<file path="config.mk">
export PLATFORM = sky130hd
export DESIGN_NAME = ula_sequenciador
export DESIGN_NICKNAME = d
export VERILOG_FILES = /design/src/rtl/ula_sequenciador.sv
export SDC_FILE = /design/constraint.sdc
export NUM_CORES = 1
export LEC_CHECK = 0
export BUFFER_PORTS_ARGS = -buffer_cell sky130_fd_sc_hd__buf_2
export CAP_MARGIN = 40
export CORE_ASPECT_RATIO = 1.4
export CORE_MARGIN = 4
export CORE_UTILIZATION = 26
export CTS_CLUSTER_DIAMETER = 40
export DETAILED_ROUTE_END_ITERATION = 8
export PLACE_DENSITY_LB_ADDON = 0.3
export SLEW_MARGIN = 20
export SYNTH_ARGS = -nofsm -noshare
export SYNTH_HDL_FRONTEND = slang
export SYNTH_SLANG_ARGS = --single-unit
</file>
<file path="constraint.sdc">
create_clock -name clock -period 8.2 [get_ports clock]
set_input_delay 1.23 -clock clock [delete_from_list [all_inputs] [get_ports clock]]
set_output_delay 1.23 -clock clock [all_outputs]
set_load 0.01 [all_outputs]
</file>
<file path="src/rtl/ula_sequenciador.sv">
// ----------------------------------------------------------------------------
// ula_sequenciador
//
// Sequences one instruction at a time through an external combinational ALU.
// Each accepted instruction walks IDLE -> LEITURA -> EXECUTA -> ESCRITA:
// operands are read from an 8 x bits_palavra register file, presented to the
// ALU, the ALU result and flags are captured, and then written back. One
// instruction is accepted every 4 cycles at most.
//
// Optional feature (macro ULA_ILEGAL_EN):
//   When defined, codes 00010, 00111 and 01010..01111 are rejected. The FSM
//   goes IDLE -> LEITURA -> IDLE and pulses done and erro together. Nothing
//   else changes. When undefined, every code executes and erro is tied to 0.
//
// Ports:
//   clock        single clock, rising-edge
//   reset        asynchronous, active-high
//   instr_valid  instruction offered this cycle
//   instr_ready  block accepts an instruction this cycle (IDLE only)
//   instrucao    [15:11] ALU code, [10:8] rd, [7:5] ra, [4:2] rb, [1:0] unused
//   controle     ALU control code (registered)
//   operandoA/B  ALU operands (registered)
//   resultadoOp  ALU result
//   Z, C, S, O   ALU flags
//   flags        registered {Z, C, S, O} of the last completed instruction
//   done         one-cycle pulse on writeback or on rejection
//   erro         one-cycle pulse, coincident with done, on rejection
//   dbg_addr     register file debug read address
//   dbg_data     combinational read of r[dbg_addr]
// ----------------------------------------------------------------------------
module ula_sequenciador #(
    parameter int unsigned bits_palavra = 16
) (
    input  logic                    clock,
    input  logic                    reset,
    input  logic                    instr_valid,
    output logic                    instr_ready,
    input  logic [15:0]             instrucao,
    output logic [4:0]              controle,
    output logic [bits_palavra-1:0] operandoA,
    output logic [bits_palavra-1:0] operandoB,
    input  logic [bits_palavra-1:0] resultadoOp,
    input  logic                    Z,
    input  logic                    C,
    input  logic                    S,
    input  logic                    O,
    output logic [3:0]              flags,
    output logic                    done,
    output logic                    erro,
    input  logic [2:0]              dbg_addr,
    output logic [bits_palavra-1:0] dbg_data
);

    typedef enum logic [1:0] {
        StIdle,
        StLeitura,
        StExecuta,
        StEscrita
    } estado_e;

    estado_e state_q, state_d;

    // Latched instruction fields; bits [1:0] carry no meaning.
    logic [15:2] instr_q;
    logic [4:0]  codigo;
    logic [2:0]  rd;
    logic [2:0]  ra;
    logic [2:0]  rb;

    logic unused_instr_bits;

    // Register file and captured ALU outputs.
    logic [bits_palavra-1:0] regs_q [8];
    logic [bits_palavra-1:0] res_q;
    logic [3:0]              flg_q;

    // FSM-decoded strobes.
    logic aceita;
    logic carrega_op;
    logic captura;
    logic escreve;
    logic rejeita;
    logic ilegal;

    assign codigo = instr_q[15:11];
    assign rd     = instr_q[10:8];
    assign ra     = instr_q[7:5];
    assign rb     = instr_q[4:2];

    assign unused_instr_bits = ^instrucao[1:0];

    // ------------------------------------------------------------------------
    // Illegal-code decode
    // ------------------------------------------------------------------------
`ifdef ULA_ILEGAL_EN
    always_comb begin
        ilegal = 1'b0;
        case (codigo)
            5'b00010, 5'b00111,
            5'b01010, 5'b01011, 5'b01100,
            5'b01101, 5'b01110, 5'b01111: ilegal = 1'b1;
            default:                      ilegal = 1'b0;
        endcase
    end
`else
    assign ilegal = 1'b0;
`endif

    // ------------------------------------------------------------------------
    // FSM: state register
    // ------------------------------------------------------------------------
    always_ff @(posedge clock or posedge reset) begin
        if (reset) begin
            state_q <= StIdle;
        end else begin
            state_q <= state_d;
        end
    end

    // ------------------------------------------------------------------------
    // FSM: next state
    // ------------------------------------------------------------------------
    always_comb begin
        state_d = state_q;
        unique case (state_q)
            StIdle:    if (aceita) state_d = StLeitura;
            StLeitura: state_d = ilegal ? StIdle : StExecuta;
            StExecuta: state_d = StEscrita;
            StEscrita: state_d = StIdle;
            default:   state_d = StIdle;
        endcase
    end

    // ------------------------------------------------------------------------
    // FSM: outputs / strobes
    // ------------------------------------------------------------------------
    always_comb begin
        instr_ready = 1'b0;
        carrega_op  = 1'b0;
        captura     = 1'b0;
        escreve     = 1'b0;
        rejeita     = 1'b0;
        unique case (state_q)
            StIdle:    instr_ready = 1'b1;
            StLeitura: begin
                carrega_op = ~ilegal;
                rejeita    = ilegal;
            end
            StExecuta: captura = 1'b1;
            StEscrita: escreve = 1'b1;
            default:   instr_ready = 1'b0;
        endcase
    end

    // instr_valid outside IDLE is dropped, never queued.
    assign aceita = instr_valid & instr_ready;

    // ------------------------------------------------------------------------
    // Instruction latch
    // ------------------------------------------------------------------------
    always_ff @(posedge clock or posedge reset) begin
        if (reset) begin
            instr_q <= '0;
        end else if (aceita) begin
            instr_q <= instrucao[15:2];
        end
    end

    // ------------------------------------------------------------------------
    // ALU interface: operands and code only change in LEITURA, so they hold
    // their last values everywhere else, including after a rejection.
    // ------------------------------------------------------------------------
    always_ff @(posedge clock or posedge reset) begin
        if (reset) begin
            controle  <= '0;
            operandoA <= '0;
            operandoB <= '0;
        end else if (carrega_op) begin
            controle  <= codigo;
            operandoA <= regs_q[ra];
            operandoB <= regs_q[rb];
        end
    end

    // Capture ALU result and flags while the operands are stable (EXECUTA).
    always_ff @(posedge clock or posedge reset) begin
        if (reset) begin
            res_q <= '0;
            flg_q <= '0;
        end else if (captura) begin
            res_q <= resultadoOp;
            flg_q <= {Z, C, S, O};
        end
    end

    // ------------------------------------------------------------------------
    // Register file. r0 is never written, so it always reads as zero.
    // ------------------------------------------------------------------------
    always_ff @(posedge clock or posedge reset) begin
        if (reset) begin
            for (int i = 0; i < 8; i++) begin
                regs_q[i] <= '0;
            end
        end else if (escreve && (rd != 3'd0)) begin
            regs_q[rd] <= res_q;
        end
    end

    assign dbg_data = (dbg_addr == 3'd0) ? '0 : regs_q[dbg_addr];

    // ------------------------------------------------------------------------
    // Flags and completion pulses
    // ------------------------------------------------------------------------
    always_ff @(posedge clock or posedge reset) begin
        if (reset) begin
            flags <= '0;
        end else if (escreve) begin
            flags <= flg_q;
        end
    end

    always_ff @(posedge clock or posedge reset) begin
        if (reset) begin
            done <= 1'b0;
        end else begin
            done <= escreve | rejeita;
        end
    end

`ifdef ULA_ILEGAL_EN
    always_ff @(posedge clock or posedge reset) begin
        if (reset) begin
            erro <= 1'b0;
        end else begin
            erro <= rejeita;
        end
    end
`else
    assign erro = 1'b0;
`endif

    // ------------------------------------------------------------------------
    // Sanity properties
    // ------------------------------------------------------------------------
`ifndef SYNTHESIS
    a_erro_implica_done: assert property (@(posedge clock) disable iff (reset)
        erro |-> done);
    a_escrita_gera_done: assert property (@(posedge clock) disable iff (reset)
        (state_q == StEscrita) |=> done);
`endif

endmodule

</file>
Word level (Yosys, flattened, before mapping). Index checks and enable logic that the tools add are counted. W data, S select, Z words.

Magnitude comparators: 5. Eq/ne operators: 4. Multiplexer cells: 19. Bitwise gates (word level): 5. Reductions and logical operators: 5.

Operators with widths (number): $bmux W16 S3 (3); $bwmux W128 (1); $mux W16 (8); $demux W16 S3 (1); $ge A4 B4 Y1 const B (4); $not A3 Y4 (4); $pmux W2 S4 (1); $eq A2 B2 Y1 const B (2); $lt A4 B1 Y1 const B (1); $mux W1 (4); $logic_not A3 Y1 (1); $reduce_bool A3 Y1 (1); $eq A2 B1 Y1 const B (1); $logic_and A1 B1 Y1 (2); $logic_not A2 Y1 (1); $mux W2 (1); $ne A2 B2 Y1 const B (1); $and A1 B1 Y1 (1).

Flip-flop bits (word level): 206. Logic and storage cells: 55.

Depth between registers and ports, before layout. Gate-level depths: netlist of the first run.

Depth after elaboration: 6. Mapped depth: 6. Depth with buffers taken out: 5.

Worst setup path before layout of the first run. No wires, ideal clock.

Path kind: input-to-output. Start: input dbg_addr[0]. End: output dbg_data[0]. Data arrival time: 2.234 ns. Required time: 6.970 ns. Slack: 4.736 ns. Stages: 5. Buffers on the path: 2. Path through: buf_2 > buf_6 > mux4_2 > inv_1 > a21oi_1.

Longest elaborated chain between the ends: 5. Elaborated cells between the ends (all ways): 6. Classes of those cells: 4 x mux; 1 x bitwise; 1 x reduce/logical.

Ends and longest elaborated chain: start: declaration (RTL line 50) `input logic [2:0] dbg_addr,`; $not A3 Y4 (implied by the code) (RTL line 209) `assign dbg_data = (dbg_addr == 3'd0) ? '0 : regs_q[dbg_addr];`; $bmux W16 S3 (RTL line 209); $mux W16 (implied by the code) (2 in series) (RTL line 209); $mux W16 (*) (RTL line 209); end: declaration (RTL line 51) `output logic [bits_palavra-1:0] dbg_data`.

Every way passes the cells marked *; elsewhere a longest branch is shown, timed or not. The select of a mux whose other input is x is not followed.

Worst setup path in the final report of the first run.
Start: input dbg_addr[1]. End: output dbg_data[4].

Same word-level chain as after synthesis.

==> results.tsv, run 1 <==
metric	value	unit
initial_utilization	0.263	
grt_max_degree	86	
fin_area	0.0133	mm2
clock.fmax	0.215	GHz
insertion_delay	520	ps
antenna_found_initial	0	
hold_viol	0	
synth.most_common_cell	dfrtp_1	
cts_max_path_buffers	3	
placed_area	0.0120	mm2
num_rows	89	
place_inst	1427	
worst_pin_slew	854	ps
grt_pass1_vias	7912	
synthArstFlopShare	1.00	
drc	0	
required	6970	ps
yosys_register_bits	206	
p_leak	0.00612	uW
ctsResizeCount	0	
area_growth	19.6	%
hold_class	reg2reg	
num_vias	7353	
syn_avg_cell_area	13.1	um2
track_usage	0.141	
diodes	0	
synth_top_cell_by_area	dfrtp_1	
crit_fanout	33	
drtPass1Iterations	4	
cp_slowest_stage_delay	590	ps
cts_tree	built	
synth_warnings	0	
wl	32600	um
cts_setup_buffers	0	
fin_skew	22.4	ps
cp_data_arrival_time	3420	ps
cts_max_level	2	
numPortBuffers	98	
cap_violations	0	
dr_wl_met2	16100	um
die_area	0.0461	mm2
met1_length	13900	um
synth_edf_count	0	
drt_iter0_drc	460	
synth_top_area_frac	0.465	
syn_inst	847	
run_status	complete, no violations	
viasPerCell	4.94	
syn_nets	894	
synthTopCellsByArea	dfrtp_1 47%, mux2_2 14%, mux2i_1 8.7%	
path_cells	buf_2, buf_4, nor2b_1, buf_4, a221oi_1, a21oi_1, buf_2	
core	0.0422	mm2
netlist_area	0.0111	mm2
fin_crit_sh	0.567	
die_w	183	um
highest-signal-layer	met4	
ir_drop	0.000271	V
grt_pass1_wl	50000	um
cp-start-kind	primary input	
period_needed	4650	ps
clkTransAtPathRegs	50	ps
worstSetupEndpointType	output pin	
grt_setup_unrepaired	no	
setup_tns	0	ps
die_h	252	um
layout.cells.non_filler	1489	
hold_buffers	0	
wl_per_cell	21.9	um
wl_met3	1580	um
slowest_stage	nor2b_1	
crit_type	in2out	
power_density	448	mW/mm2
whs	400	ps
report.final.slew_viol_count	0	
nets	965	
final_util	0.314	
globalRouteOverflowTotal	0	
num_io_pins	102	
finalSetupViolCount	0	
slew_headroom	0.431	
ys_seq_area_frac	0.465	
root_buffer	clkbuf_16	
cts_buffers	34	
cts.sinks	206	
ant_nets	0	
synthDistinctLibCells	34	
synth_ff_type	dfrtp_1	
drive_gt1_frac	0.404	
place_congestion	0.756	
yosys-top-cells-count	206 x dfrtp_1, 137 x mux2_2, 96 x mux2i_1	
dp_hpwl	20000	um
## critical path, delay by kind of cell
kind	cells	cell delay, ps
compound gates	2	460
buf+inv	4	1120
simple gates	1	590
## layout by cell type (no fill, tap or decap), types with 2 or more instances in the layout
master      instances
a211o_1            32
a21oi_1            16
a221oi_1           15
a22oi_1            33
a41o_1             32
and4bb_1            2
buf_16              4
buf_2              98
buf_4              17
buf_8               5
bufinv_16           5
clkbuf_16          37
clkbuf_8            5
clkinv_2            2
clkinv_4            2
clkinvlp_4          4
dfrtp_1           204
dfrtp_4             2
ha_1                4
inv_1              17
inv_6               4
inv_8               2
mux2_1              5
mux2_2            137
mux2_4             30
mux2i_1            96
mux4_2             16
nand2_1             2
nand2b_1            2
nand3_1            32
nand4b_4            3
nor2_2              2
nor2b_1            66
nor2b_2             2
## cell type report
class                   count  area (um2)
clock buffers              43         998
clock inverters            18         254
fillers                  4210       29000
inverters                  18        75.1
multi-input cells         534        5280
flip-flops and latches    206        5160
well taps                 546         683
repair buffers            124         803
## flip-flops by register name (all words and copies together), names as in the netlist
signal	count
done	1
instr_q	14
operandoB	16
res_q	16
controle	5
flg_q	4
operandoA	16
flags	4
regs_q	128
state_q	2
## stage by stage
stage          setup WS [ps]  total power, uW
6_report                3550             5930
5_1_grt                 3460             6300
4_1_cts                 3500             6000
3_5_place_dp            3520             4400
3_3_place_gp            3540             4290
2_1_floorplan           1350             3670
## cell families after synthesis
group,share of synthesized area
AO/OA/AOI/OAI,0.0961
buffers and inverters,0.0596
other,0.000338
adder cells (fa/ha/maj),0.00564
flip-flops,0.465
AND/OR/NAND/NOR,0.0693
multiplexers,0.304
## power breakdown
| group | total (uW) | switching [uW] | internal [uW] |
|---|---|---|---|
| sequential | 2020 | 536 | 1480 |
| clock | 1570 | 540 | 1030 |
| combinational | 2350 | 1120 | 1230 |
## worst paths after layout
| check | start | to | slack (ps) | cells past startpoint |
|---|---|---|---|---|
| worst min-delay path | regs_q[117] | regs_q[117] | 400 | 0 |
| worst max register to register | instr_q[5] | operandoA[6] | 5920 | 4 |
| max in group asynchronous | reset | regs_q[32] | 5950 | 5 |
| worst min register to register | regs_q[117] | regs_q[117] | 400 | 0 |
| worst max-delay path | dbg_addr[1] | dbg_data[4] | 3550 | 7 |
| min in group asynchronous | reset | regs_q[89] | 720 | 2 |
## layer usage
layer / up-vias / GRT usage
li1: 3311 / -
met1: 3787 / 0.181
met2: 191 / 0.238
met3: 64 / 0.0229
met4: 0 / 0.0502
met5: - / 0
Power figures use the tool's default switching activity.
==> run 2, diff against run 1 <==
==> constraint.sdc (replaced) <==
create_clock -name clock -period 4.18 [get_ports clock]
set_input_delay 0.627 -clock clock [delete_from_list [all_inputs] [get_ports clock]]
set_output_delay 0.627 -clock clock [all_outputs]
set_load 0.01 [all_outputs]
==> results.tsv, run 2 (synthesized netlist as in run 1, its figures left out) <==
metric	value	unit
largest_reg_flops	128	
cp_data_arrival_time	2300	ps
met1_usage	0.173	
crit_type	in2out	
power_density	853	mW/mm2
numPortBuffers	98	
nets	967	
met2_usage	0.242	
run_status	complete, no violations	
cts.sinks	206	
worstSetupEndpointType	output pin	
track_usage	0.137	
crit_fanout	15	
viasPerCell	4.91	
hold_viol	0	
ir_drop	0.000393	V
cts_setup_buffers	0	
grt_max_degree	95	
cts_buffers	30	
setup_tns	0	ps
hold_buffers	0	
grt_setup_unrepaired	no	
p_leak	0.00601	uW
grt_util_met3	0.0213	
layout.cells.most_common	dfrtp_1	
path_cells	buf_2, buf_4, mux2_2, a221oi_1, a21oi_1, buf_2	
dp_hpwl	20800	um
num_vias	7297	
grt_pass1_wl	48400	um
wl	32400	um
fin_skew	10.7	ps
detailedPlace.worstSlack	1230	ps
num_io_pins	102	
hold_class	in2async	
worst_slack	1260	ps
die_area	0.0461	mm2
insertion_delay	560	ps
report.final.slew_viol_count	0	
drc	0	
globalRouteOverflowTotal	0	
wl_per_cell	21.8	um
initial_utilization	0.263	
critPathMostFrequentCell	buf_2	
cp-start-kind	primary input	
drtPass1Iterations	4	
ctsResizeCount	0	
regMostFlops	regs_q	
fin_crit_sh	0.699	
die_w	183	um
cts_max_level	1	
root_buffer	clkbuf_16	
die_h	252	um
required	3550	ps
placed_area	0.0120	mm2
cts_max_path_buffers	3	
area_growth	17.2	%
slowest_stage	buf_4	
top_usage_layer	met2	
finalSetupViolCount	0	
grt_pass1_vias	7582	
period_needed	2920	ps
slew_headroom	0.450	
worst_pin_slew	825	ps
cp_slowest_stage_delay	380	ps
layout_common_cells	204 x dfrtp_1, 137 x mux2_2, 98 x buf_2, 96 x mux2i_1, 66 x nor2b_1	
place_congestion	0.744	
num_rows	89	
drive_gt1_frac	0.401	
fin_area	0.0130	mm2
diodes	0	
clock.fmax	0.342	GHz
antenna_found_initial	0	
clkTransAtPathRegs	60	ps
cap_violations	0	
cts_tree	built	
core	0.0422	mm2
drt_iter0_drc	353	
ant_nets	0	
==> run 2: changes by cell type in the layout (fill, tap and decap cells not counted), sizes merged <==
cell      before  now
clkinvlp       4    3
clkinv         4    7
inv           23   21
bufinv         5    3
buf          124  130
clkbuf        43   36
==> run 2: stage by stage <==
step | hold slack (ps) | power (uW) | instances | utilization
3_3_place_gp | 384 | 8490 | 1432 | 0.283
2_1_floorplan | 449 | 7200 | 847 | -
5_1_grt | 80.7 | 11800 | 1486 | 0.308
6_report | 73.6 | 11100 | 1486 | 0.308
3_5_place_dp | 388 | 8600 | 1434 | 0.284
4_1_cts | 45.8 | 11200 | 1486 | 0.308
==> run 2: report_power, final <==
group	switching, uW	internal (uW)
Combinational	2150	2370
Sequential	1090	2900
Clock	977	1590
==> run 2: path summary, 6_finish.rpt <==
kind | start | endpoint | slack, ps | cells past startpoint
worst max-delay path | dbg_addr[1] | dbg_data[1] | 1260 | 6
worst min-delay path | reset | operandoA[10] | 70 | 2
worst max register to register | instr_q[3] | operandoB[14] | 1950 | 4
worst min register to register | regs_q[123] | regs_q[123] | 400 | 0
max in group asynchronous | reset | instr_q[5] | 3190 | 3
min in group clock | instrucao[15] | instr_q[15] | 290 | 2
==> run 2: cell type report <==
cell class              count  area [um2]
inverters                  18        71.3
fillers                  4215       29200
clock buffers              36         825
well taps                 546         683
multi-input cells         534        5280
clock inverters            16         189
repair buffers            130         783
flip-flops and latches    206        5160
==> run 2: worst max-delay path: cells and delay by family <==
family	cells	cell delay, ps
compound gates	2	390
buf+inv	3	900
mux	1	370
==> run 2: routing by layer <==
layer,up-vias,wire length [um],share of wire
met2,172,16400,0.51
met5,-,0,0
li1,3305,-,-
met4,0,733,0.023
met3,53,1530,0.047
met1,3767,13700,0.42
